`src/rtl/e_gpu_conf_pkg.sv`:
```
// Shared definitions for the e-GPU configuration-port launch sequencer:
// register offsets, FSM state encodings and the write-sequence offset map.
package e_gpu_conf_pkg;

  localparam logic [31:0] OFF_PC     = 32'h0000_000C;
  localparam logic [31:0] OFF_ARG0   = 32'h0000_0010;
  localparam logic [31:0] OFF_ARG1   = 32'h0000_0014;
  localparam logic [31:0] OFF_ARG2   = 32'h0000_0018;
  localparam logic [31:0] OFF_START  = 32'h0000_001C;
  localparam logic [31:0] OFF_STATUS = 32'h0000_0020;

  // Number of writes in one launch: pc, arg0, arg1, arg2, start.
  localparam int NUM_LAUNCH_WR = 5;

  // Launch sequencer states.
  typedef enum logic [2:0] {
    IDLE,
    WR_REQ,
    WR_RSP,
    POLL_WAIT,
    RD_REQ,
    RD_RSP,
    DONE
  } launch_state_e;

  // Single-transaction bus master states.
  typedef enum logic [1:0] {
    OBI_IDLE,
    OBI_REQ,
    OBI_RSP
  } obi_state_e;

  // Register offset for write-sequence slot idx (0..4).
  function automatic logic [31:0] wr_offset(input logic [2:0] idx);
    logic [31:0] off;
    case (idx)
      3'd0:    off = OFF_PC;
      3'd1:    off = OFF_ARG0;
      3'd2:    off = OFF_ARG1;
      3'd3:    off = OFF_ARG2;
      default: off = OFF_START;
    endcase
    return off;
  endfunction

endpackage

```
`src/rtl/obi_single_master.sv`:
```
// Single-outstanding OBI master. Takes one command, drives req until gnt,
// then waits for the matching rvalid and hands the response back.
//
// Handshakes:
//   cmd_valid_i/cmd_ready_o: the command is consumed on a cycle where both are
//   high. cmd_ready_o is high exactly on the bus gnt cycle, so the caller must
//   hold cmd_valid_i and its payload stable until then. rsp_valid_o is a
//   one-cycle pulse carrying rsp_rdata_o, with no back-pressure.
//   OBI side: req rises the cycle after the command is seen, stays high with
//   stable addr/we/wdata until gnt, and drops in the cycle after gnt. rvalid
//   is only honoured in the cycles after gnt, so it can never be confused
//   with an earlier transaction's response.
module obi_single_master
  import e_gpu_conf_pkg::*;
(
  input  logic        clk_i,
  input  logic        rst_i,
  input  logic        cmd_valid_i,
  output logic        cmd_ready_o,
  input  logic        cmd_we_i,
  input  logic [31:0] cmd_addr_i,
  input  logic [31:0] cmd_wdata_i,
  output logic        rsp_valid_o,
  output logic [31:0] rsp_rdata_o,
  output obi_state_e  state_o,
  output logic        conf_req_o,
  output logic        conf_we_o,
  output logic [3:0]  conf_be_o,
  output logic [31:0] conf_addr_o,
  output logic [31:0] conf_wdata_o,
  input  logic        conf_gnt_i,
  input  logic        conf_rvalid_i,
  input  logic [31:0] conf_rdata_i
);

  obi_state_e  state_q, state_d;
  logic        req_q, req_d;
  logic        we_q, we_d;
  logic [31:0] addr_q, addr_d;
  logic [31:0] wdata_q, wdata_d;

  // State and bus-output registers.
  always_ff @(posedge clk_i) begin
    if (rst_i) begin
      state_q <= OBI_IDLE;
      req_q   <= 1'b0;
      we_q    <= 1'b0;
      addr_q  <= '0;
      wdata_q <= '0;
    end else begin
      state_q <= state_d;
      req_q   <= req_d;
      we_q    <= we_d;
      addr_q  <= addr_d;
      wdata_q <= wdata_d;
    end
  end

  // Next-state and handshake decode.
  always_comb begin
    state_d     = state_q;
    req_d       = req_q;
    we_d        = we_q;
    addr_d      = addr_q;
    wdata_d     = wdata_q;
    cmd_ready_o = 1'b0;
    rsp_valid_o = 1'b0;
    rsp_rdata_o = '0;
    case (state_q)
      OBI_IDLE: begin
        if (cmd_valid_i) begin
          req_d   = 1'b1;
          we_d    = cmd_we_i;
          addr_d  = cmd_addr_i;
          wdata_d = cmd_wdata_i;
          state_d = OBI_REQ;
        end
      end
      OBI_REQ: begin
        if (conf_gnt_i) begin
          cmd_ready_o = 1'b1;
          req_d       = 1'b0;
          state_d     = OBI_RSP;
        end
      end
      OBI_RSP: begin
        if (conf_rvalid_i) begin
          rsp_valid_o = 1'b1;
          rsp_rdata_o = conf_rdata_i;
          state_d     = OBI_IDLE;
        end
      end
      default: state_d = OBI_IDLE;
    endcase
  end

  assign state_o      = state_q;
  assign conf_req_o   = req_q;
  assign conf_we_o    = we_q;
  // Full-word accesses only; byte enables follow req so they idle at zero.
  assign conf_be_o    = {4{req_q}};
  assign conf_addr_o  = addr_q;
  assign conf_wdata_o = wdata_q;

endmodule

```
`src/rtl/kernel_launch_seq.sv`:
```
// On-chip host sequencer for the e-GPU configuration port. A start pulse
// writes pc, arg0..arg2 and the start register, then polls the status
// register until bit 0 is set (or the poll limit is reached).
module kernel_launch_seq
  import e_gpu_conf_pkg::*;
#(
  parameter logic [31:0] CONF_BASE    = 32'h0000_0000,
  parameter int unsigned POLL_GAP     = 16,
  parameter int unsigned POLL_TIMEOUT = 0
) (
  input  logic        clk_i,
  input  logic        rst_i,
  input  logic        start_i,
  input  logic [31:0] pc_i,
  input  logic [31:0] arg0_i,
  input  logic [31:0] arg1_i,
  input  logic [31:0] arg2_i,
  output logic        busy_o,
  output logic        done_o,
  output logic        timeout_o,
  output logic        conf_req_o,
  output logic        conf_we_o,
  output logic [3:0]  conf_be_o,
  output logic [31:0] conf_addr_o,
  output logic [31:0] conf_wdata_o,
  input  logic        conf_gnt_i,
  input  logic        conf_rvalid_i,
  input  logic [31:0] conf_rdata_i
);

  launch_state_e    state_q, state_d;
  logic [2:0]       wr_idx_q, wr_idx_d;
  logic [31:0]      gap_cnt_q, gap_cnt_d;
  logic [31:0]      poll_cnt_q, poll_cnt_d;
  logic             timeout_q, timeout_d;
  logic [3:0][31:0] shadow_q, shadow_d;

  logic             cmd_valid;
  logic             cmd_ready;
  logic             cmd_we;
  logic [31:0]      cmd_addr;
  logic [31:0]      cmd_wdata;
  logic             rsp_valid;
  logic [31:0]      rsp_rdata;
  logic [31:0]      poll_inc;
  obi_state_e       obi_state;

  // Only the completion flag of the status word matters; the rest, and the
  // bus master's state, are kept visible for debug only.
  logic             unused_dbg;
  assign unused_dbg = ^{rsp_rdata[31:1], obi_state};

  // Sequencer registers.
  always_ff @(posedge clk_i) begin
    if (rst_i) begin
      state_q    <= IDLE;
      wr_idx_q   <= '0;
      gap_cnt_q  <= '0;
      poll_cnt_q <= '0;
      timeout_q  <= 1'b0;
      shadow_q   <= '0;
    end else begin
      state_q    <= state_d;
      wr_idx_q   <= wr_idx_d;
      gap_cnt_q  <= gap_cnt_d;
      poll_cnt_q <= poll_cnt_d;
      timeout_q  <= timeout_d;
      shadow_q   <= shadow_d;
    end
  end

  // Saturating poll counter increment.
  assign poll_inc = (poll_cnt_q == 32'hFFFF_FFFF) ? poll_cnt_q : poll_cnt_q + 32'd1;

  // Launch sequencing: writes, poll gap, status reads, completion.
  always_comb begin
    state_d    = state_q;
    wr_idx_d   = wr_idx_q;
    gap_cnt_d  = gap_cnt_q;
    poll_cnt_d = poll_cnt_q;
    timeout_d  = timeout_q;
    shadow_d   = shadow_q;
    cmd_valid  = 1'b0;
    cmd_we     = 1'b0;
    cmd_addr   = '0;
    cmd_wdata  = '0;
    case (state_q)
      IDLE: begin
        if (start_i) begin
          shadow_d   = {arg2_i, arg1_i, arg0_i, pc_i};
          wr_idx_d   = '0;
          poll_cnt_d = '0;
          timeout_d  = 1'b0;
          state_d    = WR_REQ;
        end
      end
      WR_REQ: begin
        cmd_valid = 1'b1;
        cmd_we    = 1'b1;
        cmd_addr  = CONF_BASE + wr_offset(wr_idx_q);
        cmd_wdata = (wr_idx_q == 3'(NUM_LAUNCH_WR - 1)) ? 32'h1 : shadow_q[wr_idx_q[1:0]];
        if (cmd_ready) state_d = WR_RSP;
      end
      WR_RSP: begin
        if (rsp_valid) begin
          if (wr_idx_q == 3'(NUM_LAUNCH_WR - 1)) begin
            gap_cnt_d = 32'(POLL_GAP);
            state_d   = POLL_WAIT;
          end else begin
            wr_idx_d = wr_idx_q + 3'd1;
            state_d  = WR_REQ;
          end
        end
      end
      POLL_WAIT: begin
        if (gap_cnt_q == '0) state_d = RD_REQ;
        else                 gap_cnt_d = gap_cnt_q - 32'd1;
      end
      RD_REQ: begin
        cmd_valid = 1'b1;
        cmd_addr  = CONF_BASE + OFF_STATUS;
        if (cmd_ready) state_d = RD_RSP;
      end
      RD_RSP: begin
        if (rsp_valid) begin
          poll_cnt_d = poll_inc;
          if (rsp_rdata[0]) begin
            state_d = DONE;
          end else if ((POLL_TIMEOUT != 0) && (poll_inc == 32'(POLL_TIMEOUT))) begin
            timeout_d = 1'b1;
            state_d   = DONE;
          end else begin
            gap_cnt_d = 32'(POLL_GAP);
            state_d   = POLL_WAIT;
          end
        end
      end
      DONE:    state_d = IDLE;
      default: state_d = IDLE;
    endcase
  end

  assign busy_o    = (state_q != IDLE) && (state_q != DONE);
  assign done_o    = (state_q == DONE);
  assign timeout_o = timeout_q;

  obi_single_master u_obi (
    .clk_i         (clk_i),
    .rst_i         (rst_i),
    .cmd_valid_i   (cmd_valid),
    .cmd_ready_o   (cmd_ready),
    .cmd_we_i      (cmd_we),
    .cmd_addr_i    (cmd_addr),
    .cmd_wdata_i   (cmd_wdata),
    .rsp_valid_o   (rsp_valid),
    .rsp_rdata_o   (rsp_rdata),
    .state_o       (obi_state),
    .conf_req_o    (conf_req_o),
    .conf_we_o     (conf_we_o),
    .conf_be_o     (conf_be_o),
    .conf_addr_o   (conf_addr_o),
    .conf_wdata_o  (conf_wdata_o),
    .conf_gnt_i    (conf_gnt_i),
    .conf_rvalid_i (conf_rvalid_i),
    .conf_rdata_i  (conf_rdata_i)
  );

endmodule
```
`config.mk`:
```
export PLATFORM = sky130hd
export DESIGN_NAME = kernel_launch_seq
export DESIGN_NICKNAME = d
export VERILOG_FILES = /design/src/rtl/e_gpu_conf_pkg.sv /design/src/rtl/obi_single_master.sv /design/src/rtl/kernel_launch_seq.sv
export SDC_FILE = /design/constraint.sdc
export NUM_CORES = 1
export LEC_CHECK = 0
export CORE_MARGIN = 2
export CORE_UTILIZATION = 53
export CTS_CLUSTER_DIAMETER = 80
export DETAILED_ROUTE_END_ITERATION = 10
export HOLD_SLACK_MARGIN = 0.02
export PLACE_DENSITY = 0.95
export SYNTH_ARGS = -nofsm -noshare
export SYNTH_HDL_FRONTEND = slang
export SYNTH_SLANG_ARGS = --single-unit
```
`constraint.sdc`:
```
create_clock -name clk_i -period 8.7 [get_ports clk_i]
set_clock_uncertainty 0.15 [all_clocks]
set_input_delay 1.74 -clock clk_i [delete_from_list [all_inputs] [get_ports clk_i]]
set_output_delay 1.74 -clock clk_i [all_outputs]
set_load 0.02 [all_outputs]
```
Yosys cells after proc, flatten, opt, wreduce, memory -nomap -nowiden
Cells that the tools add are included.
Storage, ports and cells
  flip-flop bits (word level): 234
  input bits: 165
  output and inout bits: 73
  logic and storage cells: 98
Cells by class
  $add $sub $neg: 2
  magnitude comparators: 1
  eq/ne operators: 26
  mux-type cells: 40
  reduce and logical (&&, ||, !) cells: 17
Operator list (count)
  32-bit two-way mux: 8
  32-bit case mux with 3 select lines: 1
  32-bit binary-select mux with 2-bit select: 1
  32-bit zero test: 1
  32-bit by 1-bit subtractor with 32-bit output, second input constant: 1
  3-bit two-way mux: 10
  2-bit inequality test, second input constant: 13
  5-bit case mux with 4 select lines: 1
  3-bit case mux with 6 select lines: 1
  3-bit by 2-bit equality test with 1-bit output, second input constant: 4
  3-bit equality test, second input constant: 4
  6-bit case mux with 2 select lines: 1
  6-bit AND reduction: 2
  1-bit two-way mux: 10
  2-bit two-way mux: 4
  3-bit by 1-bit equality test with 1-bit output, second input constant: 2
  3-bit zero test: 2
  2-bit case mux with 3 select lines: 1
  3-bit case mux with 2 select lines: 1
  3-bit AND reduction: 2
  3-bit nonzero test: 2
  2-bit AND reduction: 2
  4-bit AND reduction: 1
  2-bit nonzero test: 2
  9 further kinds: 9

Depth between registers and ports, before layout
  word-level depth: 5
  gate-level depth with buffers: 11
  mapped depth without buffers: 7

Modules after synthesis
From an unflattened synthesis, not the netlist that was laid out.
Second synthesis, totals
  cell total of the unflattened synthesis: 1245
  area total of the unflattened synthesis: 10197.3 um^2
Modules (own cells, without submodules)
  kernel_launch_seq: instances 1, cells an instance 906, area each 7521.0 um^2
  obi_single_master: instances 1, cells an instance 339, area each 2676.3 um^2

Worst setup path before layout
Ideal clock, no wire load.
  kind: input to register
  start: input conf_rdata_i[0]
  end: register gap_cnt_q[25]
  setup time: 0.070 ns
  arrival: 3.116 ns
  data required time: 8.480 ns
  path slack: 5.364 ns
  stages on the path: 5
  path buffers: 0
  cells stage by stage: nand4bb_1 a21o_1 a2111o_1 or4_1 a21oi_1
Between the ends
  cells in the longest elaborated chain, start to end: 4
RTL lines
  start, declared: RTL line kernel_launch_seq.sv:28  | input logic [31:0] conf_rdata_i
  1-bit two-way mux: RTL line obi_single_master.sv:87  | if (conf_rvalid_i) begin
  1-bit two-way mux: RTL line obi_single_master.sv:69  | case (state_q)
  2-bit inequality test (no source line)
  6-bit AND reduction (no source line)
  end signal, assigned: RTL line kernel_launch_seq.sv:65  | gap_cnt_q <= gap_cnt_d;
  end, declared: RTL line kernel_launch_seq.sv:33  | logic [31:0] gap_cnt_q, gap_cnt_d;
Every way passes these cells.
A chain may end at the register's enable or synchronous reset.

Worst setup path in the final report
  start: input start_i
  end: register wr_idx_q[2]
Between the ends
  cells in the longest elaborated chain, start to end: 2
RTL lines
  start, declared: RTL line kernel_launch_seq.sv:13  | input logic start_i,
  2-bit inequality test (no source line)
  4-bit AND reduction (no source line)
  end signal, assigned: RTL line kernel_launch_seq.sv:64  | wr_idx_q <= wr_idx_d;
  end, declared: RTL line kernel_launch_seq.sv:32  | logic [2:0] wr_idx_q, wr_idx_d;
Every way passes these cells.

==> reports/summary.txt <==
Number of synthesis warnings -> 0
CP Max Fanout -> 115
RePlAce Congestion -> 0.858
Worst Hold Class -> flip-flop to flip-flop
Least-Margin Pin Slew -> 1330 ps
Share of cells above drive strength 1 -> 0.0747
Pre-CTS setup slack -> 4180 ps
Largest net degree at the start of global routing -> 116
CTS H-tree lvls -> 1
Max_cap viols -> 0
HPWL Detailed -> 15600 um
Highest Clock Rate -> 246 MHz
Vias in the first global route -> 8038
Die outline width -> 134 um
Clk sinks -> 206
Num CTS Buffers -> 21
Share of the synthesized area in the top cell type -> 0.459
Tmin final -> 4070 ps
Critical Path AT -> 4330 ps
Total congestion overflow -> 0
Synthesized area -> 8980 um2
RSZ-0062 raised after global routing -> false
Final core occ -> 0.685
Pwr Total -> 2.61 mW
DRT Wirelength -> 24700 um
Remaining DRCs -> 0
Die area -> 18000 um2
Max Slew Vio Count -> 0
Crit start category -> input port
Post-CTS Setup Bufs -> 0
Core area -> 16600 um2
Number of vias per cell -> 5.84
Final hold vios -> 0
Synth area leader -> dfxtp_1
Psw -> 0.796 mW
Switch share -> 0.304
Initial antenna violation count -> 0
Row cnt -> 47
Worst Setup Slack, final -> 4630 ps
Critical Path RT -> 8950 ps
PwrDens -> 230 nW/um2
Global-route wire length before repair -> 39100 um
Worst IR Drop VDD -> 0.000228 V
Top_reg_cell synth -> dfxtp_1
Clk buf depth -> 3
Ports -> 238
Run status -> completed
Post-synth EDFFs -> 0
Setup tns final -> 0 ps
Seq cells post-synth -> 206
CP Capture Type -> flip-flop
Post-DRT Antenna Nets -> 0
Slew margin rel. -> 0.113
DR WL/cell -> 17.5 um
Final-stage net count -> 1350
Root buf cell -> clkbuf_16
CTS tree -> done
Hold Buf Count CTS -> 0
Synth Instances -> 1060
Largest cells by area after synthesis -> dfxtp_1 (46%), nand2_1 (12%), a21oi_1 (9.4%), mux4_2 (8.0%), clkbuf_1 (3.2%)
Int Pwr -> 1.82 mW
Pleak -> 4.16 nW
Comb power frac -> 0.222
Overall Global Routing Usage -> 0.267
Starting Density -> 0.542
Die Ht -> 134 um
Mean Syn Cell Area -> 8.48 um2
Clk_lat worst skew -> 500 ps
Post-synthesis async set-or-reset flop share -> 0
Clk pwr share -> 0.356
Critical path class -> input port to flip-flop
Final setup viols -> 0
CTS resizes -> 0
Reg clk slew, reported paths -> 60 ps
Flop pwr share -> 0.422
Routed via count -> 8250
Synth cell types -> 48
Period utilization -> 0.468
Starting DRT DRC Count -> 653
Fill cell count -> 1164
Port bufs -> 177
Sequential fraction of the synthesis area -> 0.459
Drt pass-1 iters -> 5
Area Growth Syn to Fin -> 26.4%
==> synthesized netlist by cell type (all sizes together) (2+ instances only) <==
cell type,instances
and3,2
o41ai,7
or3b,2
ha,6
nor4b,3
o31ai,15
a21oi,168
and4,2
mux4,32
a22oi,32
o21ai,12
nand4,3
nand3b,4
or4,19
nor3b,2
nand3,5
mux2i,8
o211ai,2
buf,38
or4b,3
dfxtp,206
a21o,2
nand4b,5
nor4,9
a211oi,3
nand2b,15
nor2,50
a31oi,2
nand2,278
inv,11
or2,4
nor3,7
or3,15
clkbuf,78
==> final timing paths <==
kind / depth (start not counted) / slack (ps) / to / from
worst min-delay path: 2 / 300 / shadow_q[50] / shadow_q[50]
worst max-delay path: 7 / 4630 / wr_idx_q[2] / start_i
worst max register to register: 7 / 5120 / gap_cnt_q[27] / wr_idx_q[0]
worst min register to register: 2 / 300 / shadow_q[50] / shadow_q[50]
==> cells in the final DEF, fill, tap and decap left out, drive strengths merged, types with 3 or more instances in the layout <==
master,count
a211oi,3
a21oi,168
a22oi,32
buf,8
bufinv,3
clkbuf,24
clkdlybuf4s50,176
clkinv,4
clkinvlp,3
conb,29
dfxtp,206
ha,6
inv,13
mux2i,8
mux4,32
nand2,278
nand2b,15
nand3,5
nand3b,4
nand4,3
nand4b,5
nor2,50
nor3,7
nor4,9
nor4b,3
o21ai,12
o31ai,15
o41ai,7
or2,4
or3,15
or4,19
or4b,3
==> layout make-up <==
type,instances,area [um2],share of cell area
Tap cell,220,275,0.0242
Clock inverter,12,156,0.0138
Inverter,11,41.3,0.00364
Multi-Input combinational cell,755,4380,0.385
Sequential cell,206,4130,0.363
Antenna cell,1,2.50,0.000220
Clock buffer,24,557,0.0490
Timing Repair Buffer,184,1820,0.160
==> power groups by stage <==
stage          Sequential [mW]  Clock, mW  Combinational, mW
4_1_cts                   1.10      0.938              0.574
2_1_floorplan             1.11          0              0.383
5_1_grt                   1.11      0.972              0.630
6_report                  1.10      0.931              0.580
3_5_place_dp              1.12          0              0.564
3_3_place_gp              1.11          0              0.546
==> routing by layer <==
metal  vias to the layer above  routed length, um  track usage
met4                         0               1050        0.125
met5                         -                  0            0
met2                       402              12200        0.462
met3                        85               2130       0.0661
li1                       3875                  -            -
met1                      3888               9290        0.310
==> critical path, cell delays in order <==
cell and delay [ps]:
clkdlybuf4s50_1 530, or4b_4 610, buf_4 480, o21ai_0 190
o21ai_0 220, or3_1 370, a21oi_1 160
==> kinds of logic after synthesis <==
family                   after synthesis  share of synthesized area
adder cells (fa/ha/maj)                6                    0.00836
AND/OR/NAND/NOR                      431                      0.216
other                                  1                   0.000417
flip-flops                           206                      0.459
AO/OA/AOI/OAI                        247                      0.158
buffers and inverters                127                     0.0673
multiplexers                          40                     0.0891
XOR/XNOR                               2                    0.00195
==> state kept, by name, summed over array words and instances, names as in the netlist <==
signal,count
shadow_q,128
u_obi.state_o,2
u_obi.conf_addr_o,4
u_obi.conf_wdata_o,32
wr_idx_q,3
u_obi.conf_we_o,1
gap_cnt_q,32
state_q,3
u_obi.conf_req_o,1
==> through the flow <==
| step | cells | hold slack [ps] | cell area, um2 |
|---|---|---|---|
| finish | 1413 | 304 | 11400 |
| global route | 1412 | 321 | 11400 |
| CTS | 1412 | 303 | 11400 |
| detailed placement | 1376 | 295 | 10600 |
| global placement | 1376 | 288 | 10600 |
| floorplan | 1088 | 283 | 9090 |
Note: power is estimated with default switching activity, not from simulation.
